==> config.mk <==
export PLATFORM = sky130hd
export DESIGN_NAME = video_word_packer
export DESIGN_NICKNAME = d
export VERILOG_FILES = /design/src/rtl/video_word_packer.sv
export SDC_FILE = /design/constraint.sdc
export NUM_CORES = 1
export LEC_CHECK = 0
export CORE_ASPECT_RATIO = 1.1
export CORE_UTILIZATION = 40
export CTS_CLUSTER_SIZE = 8
export DETAILED_ROUTE_END_ITERATION = 12
export SLEW_MARGIN = 20
export SYNTH_ARGS = -nofsm -noshare
export SYNTH_HDL_FRONTEND = slang
export SYNTH_SLANG_ARGS = --single-unit
==> constraint.sdc <==
create_clock -name I_clk_in -period 5.1 [get_ports I_clk_in]
set_clock_uncertainty 0.05 [all_clocks]
set_input_delay 1.02 -clock I_clk_in [delete_from_list [all_inputs] [get_ports I_clk_in]]
set_output_delay 1.02 -clock I_clk_in [all_outputs]
set_load 0.01 [all_outputs]
==> src/rtl/video_word_packer.sv <==
// -----------------------------------------------------------------------------
// video_word_packer
//
// Input stage feeding the bank distributor. Collects one HDMI pixel per clock
// on every colour channel while DE is high. It packs PACK_FACTOR consecutive
// pixels per channel into one CHANNEL_BANDWIDTH-wide word, little-endian, so
// the first pixel sits in the LSBs. Each word is presented with a sequential
// global write address. A rising VSYNC edge starts a frame. After FRAME_WORDS
// words the frame is full, and further pixels only raise a sticky overflow
// flag.
//
// Optional feature (compile-time macro PACKER_LINE_ALIGN_EN):
//   A DE falling edge in the middle of a word flushes the partial word, with
//   the unfilled upper slots set to zero. Each video line then starts on a
//   word boundary. Without the macro, partial words carry across DE gaps and
//   no DE history register exists.
//
// Ports:
//   I_clk_in          : clock, all logic on the rising edge
//   I_rst_in          : synchronous active-high reset
//   I_de_in           : pixel valid (HDMI data enable)
//   I_vsync_in        : active-high vertical sync, rising edge starts a frame
//   I_pixel_in[c]     : current pixel component of channel c
//   O_data_out[c]     : packed word of channel c (held between strobes)
//   O_address_out     : word address of O_data_out (held between strobes)
//   O_valid_out       : one-cycle strobe, a new word is on O_data_out
//   O_frame_done_out  : one-cycle pulse together with the valid of the last word
//   O_overflow_out    : sticky, a pixel arrived after the frame was full
// -----------------------------------------------------------------------------
module video_word_packer #(
  parameter int  CHANNEL_NUMBER    = 3,
  parameter int  PIXEL_BITS        = 8,
  parameter int  PACK_FACTOR       = 4,
  parameter int  FRAME_WORDS       = 36,
  localparam int CHANNEL_BANDWIDTH = PIXEL_BITS * PACK_FACTOR,
  localparam int GLOBAL_ADDR_BITS  = $clog2(FRAME_WORDS)
) (
  input  logic                         I_clk_in,
  input  logic                         I_rst_in,
  input  logic                         I_de_in,
  input  logic                         I_vsync_in,
  input  logic [PIXEL_BITS-1:0]        I_pixel_in    [0:CHANNEL_NUMBER-1],
  output logic [CHANNEL_BANDWIDTH-1:0] O_data_out    [0:CHANNEL_NUMBER-1],
  output logic [GLOBAL_ADDR_BITS-1:0]  O_address_out,
  output logic                         O_valid_out,
  output logic                         O_frame_done_out,
  output logic                         O_overflow_out
);

  localparam int LANE_BITS = (PACK_FACTOR > 1) ? $clog2(PACK_FACTOR) : 1;
  localparam logic [LANE_BITS-1:0]        LAST_LANE = LANE_BITS'(PACK_FACTOR - 1);
  localparam logic [GLOBAL_ADDR_BITS-1:0] LAST_ADDR = GLOBAL_ADDR_BITS'(FRAME_WORDS - 1);

  typedef enum logic [1:0] {
    WAIT_VSYNC,
    ACTIVE,
    FULL
  } state_e;

  state_e                        state_q,   state_d;
  logic [LANE_BITS-1:0]          lane_q,    lane_d;
  logic [GLOBAL_ADDR_BITS-1:0]   addr_q,    addr_d;
  logic                          vsync_q;
  logic [CHANNEL_BANDWIDTH-1:0]  buf_q     [0:CHANNEL_NUMBER-1];
  logic [CHANNEL_BANDWIDTH-1:0]  buf_d     [0:CHANNEL_NUMBER-1];
  logic [CHANNEL_BANDWIDTH-1:0]  data_q    [0:CHANNEL_NUMBER-1];
  logic [CHANNEL_BANDWIDTH-1:0]  data_d    [0:CHANNEL_NUMBER-1];
  logic [GLOBAL_ADDR_BITS-1:0]   address_q, address_d;
  logic                          valid_q,   valid_d;
  logic                          done_q,    done_d;
  logic                          overflow_q, overflow_d;

  // Word candidate: the shift buffer plus the pixel being sampled this cycle.
  logic [CHANNEL_BANDWIDTH-1:0]  word_w    [0:CHANNEL_NUMBER-1];
  logic                          emit_w;
  logic                          vsync_rise_w;

`ifdef PACKER_LINE_ALIGN_EN
  logic                          de_q;
  logic                          de_fall_w;
  assign de_fall_w = ~I_de_in & de_q;
`endif

  // A vsync held high across reset release is seen as a rise, because
  // vsync_q is reset to 0.
  assign vsync_rise_w = I_vsync_in & ~vsync_q;

  always_comb begin
    // NOTE: every combinational output gets a default first, so no path
    // leaves a variable unassigned and no latch is inferred.
    state_d    = state_q;
    lane_d     = lane_q;
    addr_d     = addr_q;
    buf_d      = buf_q;
    data_d     = data_q;
    address_d  = address_q;
    valid_d    = 1'b0;
    done_d     = 1'b0;
    overflow_d = overflow_q;
    word_w     = buf_q;
    emit_w     = 1'b0;

    if (vsync_rise_w) begin
      // A new frame wins over everything. A partial word and any pixel that
      // coincides with the rise are dropped.
      state_d = ACTIVE;
      lane_d  = '0;
      addr_d  = '0;
      for (int c = 0; c < CHANNEL_NUMBER; c++) buf_d[c] = '0;
    end else begin
      unique case (state_q)
        WAIT_VSYNC: begin
          // DE activity is ignored until a frame starts.
        end
        ACTIVE: begin
          if (I_de_in) begin
            // NOTE: always_comb uses blocking assignments, so the
            // slot insert below is visible to the lines after it.
            for (int c = 0; c < CHANNEL_NUMBER; c++) begin
              for (int s = 0; s < PACK_FACTOR; s++) begin
                if (lane_q == LANE_BITS'(s))
                  word_w[c][s*PIXEL_BITS +: PIXEL_BITS] = I_pixel_in[c];
              end
            end
            if (lane_q == LAST_LANE) begin
              emit_w = 1'b1;
            end else begin
              buf_d  = word_w;
              lane_d = lane_q + 1'b1;
            end
          end
`ifdef PACKER_LINE_ALIGN_EN
          else if (de_fall_w && (lane_q != '0)) begin
            // The buffer is cleared at every word start, so the unfilled
            // upper slots are already zero.
            emit_w = 1'b1;
          end
`endif
        end
        FULL: begin
          if (I_de_in) overflow_d = 1'b1;
        end
        default: begin
          state_d = WAIT_VSYNC;
        end
      endcase

      if (emit_w) begin
        data_d    = word_w;
        address_d = addr_q;
        valid_d   = 1'b1;
        lane_d    = '0;
        for (int c = 0; c < CHANNEL_NUMBER; c++) buf_d[c] = '0;
        if (addr_q == LAST_ADDR) begin
          // The frame is complete. The address parks on the last word.
          done_d  = 1'b1;
          state_d = FULL;
        end else begin
          addr_d = addr_q + 1'b1;
        end
      end
    end
  end

  always_ff @(posedge I_clk_in) begin
    if (I_rst_in) begin
      state_q    <= WAIT_VSYNC;
      lane_q     <= '0;
      addr_q     <= '0;
      vsync_q    <= 1'b0;
      address_q  <= '0;
      valid_q    <= 1'b0;
      done_q     <= 1'b0;
      overflow_q <= 1'b0;
      // NOTE: the word buffers are plain flops, not a RAM. They are reset
      // so that the outputs read 0 after reset and flushed words start
      // from zero.
      for (int c = 0; c < CHANNEL_NUMBER; c++) begin
        buf_q[c]  <= '0;
        data_q[c] <= '0;
      end
`ifdef PACKER_LINE_ALIGN_EN
      de_q       <= 1'b0;
`endif
    end else begin
      // NOTE: sequential state uses non-blocking assignments, so every
      // register samples its pre-edge next-state value.
      state_q    <= state_d;
      lane_q     <= lane_d;
      addr_q     <= addr_d;
      vsync_q    <= I_vsync_in;
      buf_q      <= buf_d;
      data_q     <= data_d;
      address_q  <= address_d;
      valid_q    <= valid_d;
      done_q     <= done_d;
      overflow_q <= overflow_d;
`ifdef PACKER_LINE_ALIGN_EN
      de_q       <= I_de_in;
`endif
    end
  end

  assign O_data_out       = data_q;
  assign O_address_out    = address_q;
  assign O_valid_out      = valid_q;
  assign O_frame_done_out = done_q;
  assign O_overflow_out   = overflow_q;

endmodule

[Word-level counts from Yosys, hierarchy flattened]
Index checks and enable logic that the tools add are counted.
Storage, ports and cells
  latch bits: 0
  output and inout bits: 105
  memories kept: 0
  RAM bits: 0
  register bits after elaboration: 212
  bits in read-only memories: 0
Cells by class
  reductions and logical operators: 10
  equality and inequality tests: 6
  multiply operators: 0
  $add $sub $neg: 2
  shifts and indexed selects: 0
  multiplexer cells: 24
  bitwise gates (word level): 6
  div/mod/pow operators: 0
  magnitude comparators: 0
Operators by type and width (number)
  $mux W96: 2
  $mux W8: 12
  $reduce_or A3 Y1: 3
  $mux W1: 7
  $add A6 B1 Y6 const B: 1
  $eq A2 B2 Y1 const B: 3
  $eq A6 B6 Y1 const B: 1
  $mux W2: 3
  $reduce_and A3 Y1: 2
  $not A1 Y1: 5
  $eq A2 B1 Y1 const B: 2
  $logic_not A2 Y1: 2
  $reduce_and A2 Y1: 2
  $add A2 B1 Y2 const B: 1
  $reduce_or A2 Y1: 1
  $and A1 B1 Y1: 1

[Longest topological paths before layout]
Gate-level depths: netlist (run 1).
  depth after elaboration: 7
  depth in mapped cells: 8
  depth with buffers taken out: 5

[Worst setup path after synthesis (run 1)]
Ideal clock, no wire load.
  kind: input -> register
  start: in I_vsync_in
  end: reg data_q, in the netlist O_data_out[10]
  setup slack: 3.013 ns
  stages on the path: 5
  arrival: 1.899 ns
  buffers on the path: 2
  setup time: 0.137 ns
  cell sequence: nor2b_1 -> buf_2 -> nor2_2 -> clkbuf_1 -> a211oi_1
Between the ends
  longest elaborated chain between the ends: 3
RTL lines
  from (decl): RTL line 41  | input logic I_vsync_in,
  $and A1 B1 Y1: RTL line 86  | assign vsync_rise_w = I_vsync_in & ~vsync_q;
  $not A1 Y1 (no source line)
  $reduce_and A2 Y1 (no source line)
  to (signal assigned): RTL line 193  | data_q <= data_d;
  to (decl): RTL line 66  | logic [CHANNEL_BANDWIDTH-1:0] data_q [0:CHANNEL_NUMBER-1];
No other way between the ends.
A chain may end at the register's enable or synchronous reset.

[Worst setup path after layout (run 1)]
  start: in I_vsync_in
  end: reg buf_q[72] in the netlist's numbering
Between the ends
  longest elaborated chain between the ends: 2
RTL lines
  $and A1 B1 Y1: RTL line 86
  $reduce_or A3 Y1 (no source line)
  to (signal assigned): RTL line 192  | buf_q <= buf_d;
  to (decl): RTL line 64  | logic [CHANNEL_BANDWIDTH-1:0] buf_q [0:CHANNEL_NUMBER-1];
No other way between the ends.

==> run summary, run 1 <==
In this run the register-to-register setup slack is 2280 ps. The number of levels the H-tree was split into is 4. The internal power contribution is 2.28 mW. Synthesis produced 866 cells. The worst setup path is launched from an input port. The number of routed nets with antenna violations is 0. Sequential cells burn around half of the power. The number of hold-repair buffers added at the cts stage is 0. Measured against its own limit, the worst slew margin works out to 24.5%. The vertical die dimension is 148 um.

The capture point of the critical path is buf_q[72]. Counting the fill cells in the layout gives 1843. The count of routing violations after the opening detailed-route iteration is 696. The routed length on met3 is between 800 and 900 um. The net switching share of the total power came out at 24.0%. The initialized floorplan defines 53 standard-cell rows. The register area share after synthesis is 48.4%.

The post-detailed-route via-to-cell ratio is 5.77. The total via count in the routed design is a little under 7k. The clock tree root buffer cell is clkbuf_16. The setup slack after layout is 2040 ps. The relative contribution of the clock network to total power came out at 44.6%. The number of port buffers is 132.

TritonCTS built the clock tree. The number of global-route vias before repair is roughly 6.4k. The endpoint identified for the worst register-to-register timing path is buf_q[77].

The met2 wirelength from detailed routing is 10900 um. The floorplan die width came out at 135 um. The sequential cell area in the final layout is 3760 um2.

The total of endpoints with negative setup slack in the final report is 0. The top fanout value on the critical path came out at slightly below 60. The utilization after layout is around half. At the worst endpoint, the arrival time is 3340 ps.

The endpoint required time on the critical path is 5370 ps. In this run the standard cell core region covers 19100 um2. The actual slew at the worst max-slew pin came out at 1130 ps. Summed over all nets, the switching power comes to 0.718 mW. The routed design could run at a clock period as short as between 3000 and 4000 ps. The global route total overflow is 0.

The area of the die came out at 20000 um2. The type of destination of the critical path is a register. about 130 I/O pins were placed.

The overall power consumption is 3.00 mW. The worst setup path is of the in2reg kind. The final RePlAce weighted congestion came out at roughly 0.73. The number of buffers inserted to repair setup after CTS came out at 0. The count of final max-slew check failures is 0. The repair_antennas step left the layout with diodes totalling 0. Summed over all cells, the static leakage comes to between 3 and 4 nW. The met1 layer wirelength in the final routing came out at ~10000 um.

Ranked by total cell area, the synthesized netlist is headed by dfxtp_1, a21oi_1, mux2i_1. The largest total area in the synthesized netlist belongs to dfxtp_1. The path category of the worst min-delay check is reg2reg.

The max-capacitance violation count is 0. The number of iterations in the first detailed-routing pass is 5. The mean instance size in the synthesized netlist came out at 8.98 um2. Measured in cells, the most critical reg-to-reg path has a length of 6.

The portion of the clock cycle consumed by the worst path in the final layout is 60.0%. Of the total power, combinational logic draws 6.1%. The minimum setup slack after placement came out at 1580 ps.

The number of nets in the layout is 968. VDD sags by at most 0.000253 V. The total power per unit cell area is 309 nW/um2. The global-route usage over all layers is 22.8%. The cell area after synthesis is slightly below 8000 um2.

The area share of the largest cell type after synthesis is ~48%. The effective utilization at floorplan is 40.7%. Relative to the synthesized area, the layout overhead comes to 24.9%. The DRC violation count after routing is 0. Signal routing reaches up to met4. The worst-skew pair later-pin latency is 440 ps. The run finished with clean final reports.

Once the clock tree was built, the resizer swapped 0 gates to a different size. Entering global routing, the biggest net connects 83 pins. TritonCTS created 17 clock buffers. Setup repair after global routing left no endpoint under its margin. The final-layout worst hold slack came out at 423 ps. The sum of net half-perimeters after detailed placement came out at 13800 um.

The highest attainable clock frequency is 327 MHz. The final routed wirelength across all metal layers came out at 22700 um. The number of nets handed over by synthesis was 899. The critical path starts at I_vsync_in. The clock net in this run drives a total of 188 sinks. The fraction of final layout cells with drive strength greater than 1 came out at slightly below 6%. The clock tree buffer depth came out at 2. The count of cell types in the netlist is 34. The number of hold violations in the final report came out at 0. The worst register-to-register path begins at lane_q[1]. The initial antenna violation count was 0. The clock slew seen by the registers of the worst setup and hold paths came out at 70 ps. The multi-input combinational cell area came out at around 3600 um2. For this run, the number of Yosys warnings is 0. The total of flip-flops plus latches after synthesis came out at 188. The first global-routing pass estimated ~36000 um of wire. The setup TNS came out at 0 ps. The average detailed-routed wire length per instance is 19.0 um.
[cell families (layout without fill, tap and decap cells)]
group	after synthesis	in the layout	share of synthesized area [%]
AOI/OAI and AO/OA	354	354	25.8
DFF	188	188	48.4
and+or+nand+nor	143	143	9.81
buffers and inverters	101	181	5.57
muxes	75	75	9.65
adders and majority gates	5	5	0.804
[cells in the mapped netlist (all sizes together)]
| cell type | count |
|---|---|
| a211oi | 72 |
| a21oi | 173 |
| a22o | 1 |
| a32o | 8 |
| and3 | 8 |
| and3b | 1 |
| and4b | 1 |
| buf | 42 |
| clkbuf | 55 |
| dfxtp | 188 |
| ha | 5 |
| inv | 4 |
| mux2i | 75 |
| nand2 | 6 |
| nand2b | 3 |
| nand3 | 99 |
| nand3b | 2 |
| nand4 | 1 |
| nand4b | 1 |
| nor2 | 6 |
| nor2b | 5 |
| nor3 | 2 |
| nor3b | 1 |
| nor4b | 1 |
| o21ai | 97 |
| o31a | 1 |
| o31ai | 1 |
| o32ai | 1 |
| or3 | 4 |
| or4 | 2 |
[area by class of cell]
cell class | instances | area share (%)
multi-input combinational | 577 | 37.2
timing repair buffer | 147 | 14.7
clock inverter | 9 | 1.17
inverter | 4 | 0.154
clock buffer | 21 | 4.84
tap | 247 | 3.18
sequential | 188 | 38.7
[worst min-delay path by stage]
stage / startpoint / end / slack, ps / depth (start not counted)
after global routing: buf_q[74] / buf_q[74] / 440 / 2
after CTS: buf_q[74] / buf_q[74] / 420 / 2
final: buf_q[44] / buf_q[44] / 420 / 2
after floorplan: buf_q[32] / buf_q[32] / 400 / 2
after detailed placement: buf_q[74] / buf_q[74] / 410 / 2
after global placement: buf_q[67] / buf_q[67] / 410 / 2
[registers in the layout, indices dropped and copies added, names as in the netlist]
name / flops
vsync_q: 1
O_frame_done_out: 1
lane_q: 2
O_data_out: 96
addr_q: 6
O_valid_out: 1
state_q: 2
O_overflow_out: 1
O_address_out: 6
buf_q: 72
[per-stage QoR]
stage | cells | area, um2
CTS | 1193 | 9720
detailed placement | 1163 | 9130
global placement | 1163 | 9130
global route | 1193 | 9720
finish | 1193 | 9720
floorplan | 866 | 7780
[routing by layer]
layer / up-vias / track usage (%)
met5: - / 0
met3: 29 / 4.06
li1: 3332 / -
met4: 0 / 8.48
met2: 156 / 37.0
met1: 3365 / 30.2
[power by group through the flow]
stage                     clock [mW]  sequential, mW  combinational (mW)
final                           1.34            1.48               0.183
after CTS                       1.35            1.48               0.182
after global routing            1.41            1.48               0.195
after global placement             0            1.51               0.183
after detailed placement           0            1.51               0.181
after floorplan                    0            1.51               0.103
[critical path, cell delays in order]
cell and delay, ps:
clkdlybuf4s50_1 530, nand2b_4 370, nand2_2 890, buf_4 410, a21oi_1 80
[layout by cell type (no fill, tap or decap), types with 2 or more instances in the layout]
master	n
a211oi_1	72
a21oi_1	173
a32o_1	8
and3_1	8
buf_4	16
bufinv_16	2
clkbuf_16	17
clkbuf_8	3
clkdlybuf4s50_1	131
clkinvlp_4	6
dfxtp_1	188
ha_1	4
inv_1	4
mux2i_1	75
nand2_1	5
nand2b_1	2
nand3_1	99
nand3b_1	2
nor2_1	5
nor2b_2	4
nor3_1	2
o21ai_0	96
or3_1	4
or4_1	2
(Power assumes the default switching activity.)
==> run 2, diff against run 1 <==
--- a/config.mk
+++ b/config.mk
@@ -9,6 +9,7 @@
 export CORE_UTILIZATION = 40
 export CTS_CLUSTER_SIZE = 8
 export DETAILED_ROUTE_END_ITERATION = 12
+export PLACE_DENSITY = 0.65
 export SLEW_MARGIN = 20
 export SYNTH_ARGS = -nofsm -noshare
 export SYNTH_HDL_FRONTEND = slang
==> constraint.sdc (replaced) <==
create_clock -name I_clk_in -period 2.8 [get_ports I_clk_in]
set_clock_uncertainty 0.05 [all_clocks]
set_input_delay 0.56 -clock I_clk_in [delete_from_list [all_inputs] [get_ports I_clk_in]]
set_output_delay 0.56 -clock I_clk_in [all_outputs]
set_load 0.01 [all_outputs]
==> run summary, run 2 (synthesized netlist as in run 1, its figures left out) <==
The max-capacitance violation count is 0 (unchanged). The relative contribution of the clock network to total power is 44.9% (+0.3 points). The net switching share of the total power is 23.3% (-0.63 points).

The largest vdd supply drop is 0.000437 V (+73%). The highest attainable clock frequency is 426 MHz. The DRC violation count after routing came to 0 (unchanged). The worst relative slew slack is 29.2% (+4.6 points).

The fraction of final layout cells with drive strength greater than 1 came to 6.99% (+1.1 points). The number of primary I/O pins came to 133 (unchanged). The flow ran to the end, and the final reports show no timing, DRC or antenna violations. The number of hold-repair buffers added at the cts stage is 0 (unchanged). The total CTS buffers came out at 17 (unchanged). The minimum setup slack after placement was 40.4 ps (-1540 ps). The clock slew seen by the registers of the worst setup and hold paths is 60 ps (about the same).

The total power per unit cell area came to 559 nW/um2 (+81%). The critical path goes through ha_1, nand4b_1, nor2_4, buf_4, a211oi_1. Setup repair after global routing left no endpoint under its margin. The vertical die dimension is 148 um (unchanged).

The area of the die is 20000 um2 (unchanged). In the layout the commonest cells are dfxtp_1, a21oi_1, clkdlybuf4s50_1. The number of global-route vias before repair came out at 6402 (+0.27%). The root buffer cell chosen for the clock tree is clkbuf_16. The met1 demand-to-capacity share in global routing is 29.4% (-0.81 points).

The data arrival time of the critical path came out at 2590 ps (-750 ps). The number of antenna cells inserted came out at 0 (unchanged). The total of endpoints with negative setup slack in the final report is 0 (unchanged). TritonCTS built the clock tree.

The path category of the worst min-delay check is in2reg. The number of routed nets with antenna violations is 0 (unchanged). The combinational cell fraction of total power is 6.3% (+0.2 points).

The post-route minimum period came out at approximately 2300 ps. The setup TNS came to 0 ps (unchanged). The sum of net half-perimeters after detailed placement is 14000 um (+1.1%). The worst-skew pair later-pin latency came out at 430 ps (about the same).

The post-detailed-route via-to-cell ratio is 5.76 (about the same). The worst setup path is captured at a register. The total via count in the routed design is 6951 (+1.0%).

The count of final max-slew check failures was 0 (unchanged). The met3 routing resource usage after global routing is 3.85% (-0.20 points). The path with the worst hold slack has its endpoint at O_address_out[5]. The reported net switching power is 1.29 mW (+79%). The number of buffers inserted to repair setup after CTS is 0 (unchanged).

The initial antenna violation count is 0 (unchanged). The area inside the core boundary came out at 19100 um2 (unchanged). The setup slack after layout came out at 451 ps (-1590 ps). The proportion of power drawn by flip-flops and latches came out at 48.7% (-0.6 points). The internal power contribution was 4.24 mW (+86%). The post-CTS resize count came out at 0 (unchanged).

The synthesis-to-finish area growth is 27.1%. The number of port buffers came out at 132 (unchanged). The slowest stage of the critical path belongs to the cell nor2_4.

The number of levels the H-tree was split into came out at 4 (unchanged). The floorplan die width is 135 um (unchanged). The effective utilization at floorplan came out at 40.7% (unchanged).

The number of stages on the worst hold path is 2 (unchanged). The worst hold path startpoint is I_rst_in. The endpoint identified for the worst register-to-register timing path is O_data_out[71]. The worst-case register-to-register setup slack is 450 ps (-1830 ps). The category of the critical setup timing path is reg2reg.

The global-route usage over all layers came to 22.2% (-0.62 points). The final routed wirelength across all metal layers is 22200 um (-2.0%). The number of cell rows is 53 (unchanged). The count of cells along the worst register-to-register path came out at 5 (-1).

The actual slew at the worst max-slew pin came to 1060 ps (-66.9 ps). The layer flagged by global routing as most heavily used is met2. The number of hold violations in the final report came out at 0 (unchanged).

The launch point of the worst reg-to-reg path is lane_q[0]. The count of routing violations after the opening detailed-route iteration came out at 611 (-12%). The global-route wire length before repair is 34900 um (-1.9%). The CTS sink count came out at 188 (unchanged). The top fanout value on the critical path came out at 40 (-31%). The average detailed-routed wire length per instance is 18.4 um (-3.1%).

The pin count of the biggest net entering global routing was 67 (-19%). The endpoint required time on the critical path came to 3040 ps (-2330 ps). The leakage power is 3.14 nW (+3.5%). The number of flip-flops in the largest register came out at 96 (unchanged). The number of nets in the layout came out at 981 (+1.3%). The startpoint kind of the worst setup timing path is a register. The portion of the clock cycle consumed by the worst path in the final layout came out at 83.9%.

The number of iterations in the first detailed-routing pass is 5 (unchanged). The library cell used most frequently in the layout, excluding fill and tap cells, is dfxtp_1. The global-route met2 utilization came out at 36.3% (-0.75 points). The delay of the slowest cell on the worst path is 830 ps (-60 ps).

The global route total overflow is 0 (unchanged). The clock tree buffer depth came out at 2 (unchanged). The final RePlAce weighted congestion came out at 0.743 (+1.6%).
==> run 2: per-stage QoR <==
stage / std cells / util [%] / hold WS [ps] / power (mW) / instance area (um2)
floorplan: 866 / - / 399 / 2.94 / 7780
global placement: 1176 / 48.6 / 406 / 3.10 / 9290
detailed placement: 1176 / 48.6 / 414 / 3.10 / 9290
CTS: 1206 / 51.8 / 370 / 5.55 / 9890
global route: 1206 / 51.8 / 376 / 5.68 / 9890
finish: 1206 / 51.8 / 384 / 5.52 / 9890
==> run 2: metal layers <==
metal  vias up  share of wire, %
li1       3365                 -
met1      3358                45
met4         0               1.8
met3        33               4.3
met2       195                49
met5         -                 0
==> run 2: final cells by class <==
cell class / count / area [um2]
Fill cell: 1776 / 9210
Sequential cell: 188 / 3760
Multi-Input combinational cell: 577 / 3610
Timing Repair Buffer: 160 / 1590
Clock buffer: 20 / 457
Tap cell: 247 / 309
Clock inverter: 10 / 140
Inverter: 4 / 15.0
==> run 2: worst max-delay path: cells and delay by family, from the launching register on <==
| family | cells | cell delay, ps |
|---|---|---|
| flip-flops | 1 | 400 |
| buffers and inverters | 1 | 390 |
| AO/OA/AOI/OAI | 1 | 100 |
| adder cells (fa/ha/maj) | 1 | 230 |
| AND/OR/NAND/NOR | 2 | 1010 |
==> run 2: worst max path at each step <==
stage | start | to | slack, ps | depth (start not counted)
2_1_floorplan | I_vsync_in | O_data_out[10] | 1170 | 5
3_3_place_gp | I_de_in | O_data_out[76] | 40 | 5
3_5_place_dp | I_de_in | O_data_out[81] | 40 | 5
4_1_cts | lane_q[0] | O_data_out[71] | 480 | 5
5_1_grt | lane_q[0] | O_data_out[72] | 310 | 5
6_report | lane_q[0] | O_data_out[71] | 450 | 5
==> run 2: power by group through the flow <==
| stage | Sequential (mW) | Clock, mW | Combinational [mW] |
|---|---|---|---|
| 6_report | 2.69 | 2.48 | 0.350 |
| 3_3_place_gp | 2.75 | 0 | 0.348 |
| 4_1_cts | 2.69 | 2.51 | 0.349 |
| 2_1_floorplan | 2.75 | 0 | 0.187 |
| 5_1_grt | 2.69 | 2.62 | 0.372 |
| 3_5_place_dp | 2.75 | 0 | 0.348 |
==> run 3, diff against run 2 <==
==> constraint.sdc (replaced) <==
create_clock -name I_clk_in -period 2.1 [get_ports I_clk_in]
set_clock_uncertainty 0.05 [all_clocks]
set_input_delay 0.42 -clock I_clk_in [delete_from_list [all_inputs] [get_ports I_clk_in]]
set_output_delay 0.42 -clock I_clk_in [all_outputs]
set_load 0.01 [all_outputs]
==> run summary, run 3 (synthesized netlist as in run 1, its figures left out) <==
The sum of net half-perimeters after detailed placement was 14800 um (+5.6%). The worst register-to-register path begins at lane_q[0]. The number of flip-flops in the largest register is 96 (unchanged). The startpoint kind of the worst setup timing path is a register. The final-layout worst hold slack is 158 ps (-226 ps). The post-detailed-route via-to-cell ratio came out at 5.70 (-1.1%). The clock tree root buffer cell is clkbuf_16.

Leaving out fill and tap cells, the most frequent cell in the layout is dfxtp_1. The worst relative slew slack was 59.3% (+30 points). The path category of the worst min-delay check is in2reg. The pin count of the biggest net entering global routing is 42 (-37%).

The clock slew seen by the registers of the worst setup and hold paths came out at 70 ps (about the same). The endpoint identified for the worst register-to-register timing path is buf_q[83]. The cell area reported after detailed placement is 9570 um2 (+3.0%). The DRC violation count after routing is 2 (+2). The highest attainable clock frequency is 523 MHz (+23%). The number of levels the H-tree was split into came out at 4 (unchanged). The sequential cell area in the final layout was 3760 um2 (unchanged). The global-route usage over all layers came out at 22.5% (+0.33 points).

The number of hold-repair buffers added at the cts stage was 0 (unchanged). The worst-case register-to-register setup slack is 190 ps (-260 ps). The utilization after layout is 53.0% (+1.3 points). The number of iterations in the first detailed-routing pass is 8 (+3). The fraction of final layout cells with drive strength greater than 1 came out at 9.46% (+2.5 points). The CTS sink count came out at 188 (unchanged). The number of standard cells in the final layout excluding fillers came out at 1230 (+2.0%). The number of nets in the layout is 1003 (+2.2%). The number of primary I/O pins came out at 133 (unchanged). The average detailed-routed wire length per instance came out at 18.2 um (-1.2%). The global-route wire length before repair came out at 35300 um (+1.2%).

The number of antenna cells inserted is 0 (unchanged). The max-capacitance violation count came out at 0 (unchanged). The data arrival time of the critical path is 2240 ps (-350 ps). The clock tree buffer depth came out at 2 (unchanged). The actual slew at the worst max-slew pin is 610 ps (-450 ps). The run finished, with violations left.

The number of routed nets with antenna violations is 0 (unchanged). The number of hold violations in the final report is 0 (unchanged). The effective utilization at floorplan came to 40.7% (unchanged). The setup TNS was 0 ps (unchanged).

The area inside the core boundary is 19100 um2 (unchanged). The initial antenna violation count is 0 (unchanged). The vertical die dimension is 148 um (unchanged). The endpoint required time on the critical path came to 2420 ps (-620 ps). The top fanout value on the critical path is 27 (-33%). The startpoint identified for the worst hold timing path is I_rst_in. The portion of the clock cycle consumed by the worst path in the final layout came out at 91.0% (+7.1 points). The total power per unit cell area came to 705 nW/um2 (+26%). The synthesis-to-finish area growth is 30.2%. The type of destination of the critical path is a register. The number of global-route vias before repair is 6648 (+3.8%). The final RePlAce weighted congestion is 0.782 (+5.2%).

The number of placed instances with taps included came out at 1198 (+1.9%). The count of cells along the worst register-to-register path is 5 (unchanged). The leakage power came to 3.27 nW (+4.0%).

The number of stages on the worst hold path is 2 (unchanged). The multi-input combinational cell area is 3610 um2 (+0.14%). The area of the die was 20000 um2 (unchanged). The summed area of non-filler cells in the final layout is 10100 um2 (+2.5%).

The count of final max-slew check failures is 0 (unchanged). The number of port buffers came to 132 (unchanged). By startpoint and endpoint, the worst setup path is classified as reg2reg. The global route total overflow is 0 (unchanged).

In the layout the commonest cells are dfxtp_1, a21oi_1, clkdlybuf4s50_1. The total of endpoints with negative setup slack in the final report came out at 0 (unchanged). The number of cell rows was 53 (unchanged).

TritonCTS built the clock tree. The setup slack after layout was 189 ps (-262 ps). The worst-skew pair later-pin latency came out at 440 ps (about the same). The final routed wirelength across all metal layers is 22400 um (+0.73%).

The number of filler instances in the final layout came out at 1804 (+1.6%). The overall power consumption is 7.14 mW (+29%). The floorplan die width came out at 135 um (unchanged). The largest vdd supply drop is 0.000574 V (+31%). The post-route minimum period came out at 1910 ps (-438 ps). The capture endpoint of the worst hold path is O_address_out[4]. The checks that failed: DRC. The count of routing violations after the opening detailed-route iteration came out at 557 (-8.8%). Setup repair after global routing left no endpoint under its margin.

The minimum setup slack after placement is 37.2 ps (-3.20 ps). The total via count in the routed design was 7009 (+0.83%). The total CTS buffers came out at 17 (unchanged).
## run 3: per-layer routing
layer	global-route usage, %	wire length (um)	share of wire [%]
met1	28.8	9900	44
met2	37.7	11100	49
met3	4.26	952	4.3
met4	8.09	464	2.1
met5	0	0	0
## run 3: critical path, stage by stage (launching register included)
cell     delay (ps)
dfxtp_1         410
inv_1            90
ha_1            230
buf_4           280
o21ai_1         530
a32o_1          250
## run 3: layout make-up
cell class	count	area share, %
Tap cell	247	3.05
Inverter	4	0.148
Clock inverter	11	0.852
Sequential cell	188	37.2
Timing Repair Buffer	182	18.5
Multi-Input combinational cell	577	35.7
Clock buffer	21	4.64
## run 3: where the power goes
part	leakage (nW)	internal (mW)	switching, mW	total (mW)
combinational	1.48	0.175	0.332	0.508
clock	0.270	1.62	1.43	3.05
sequential	1.52	3.58	0.00890	3.59
## run 3: worst max path at each step
| stage | start | endpoint | cells after the start |
|---|---|---|---|
| global route | lane_q[0] | buf_q[83] | 5 |
| finish | lane_q[0] | buf_q[83] | 5 |
| detailed placement | I_de_in | buf_q[84] | 5 |
| CTS | lane_q[0] | buf_q[19] | 4 |
| global placement | I_de_in | addr_q[5] | 5 |
| floorplan | lane_q[0] | addr_q[5] | 5 |
## run 3: repair_timing
| item | 4_1_cts | 5_1_grt |
|---|---|---|
| buffers inserted | 0 | 0 |
| endpoints found under the setup margin | 0 | 16 |
| gates resized for setup | 0 | 2 |
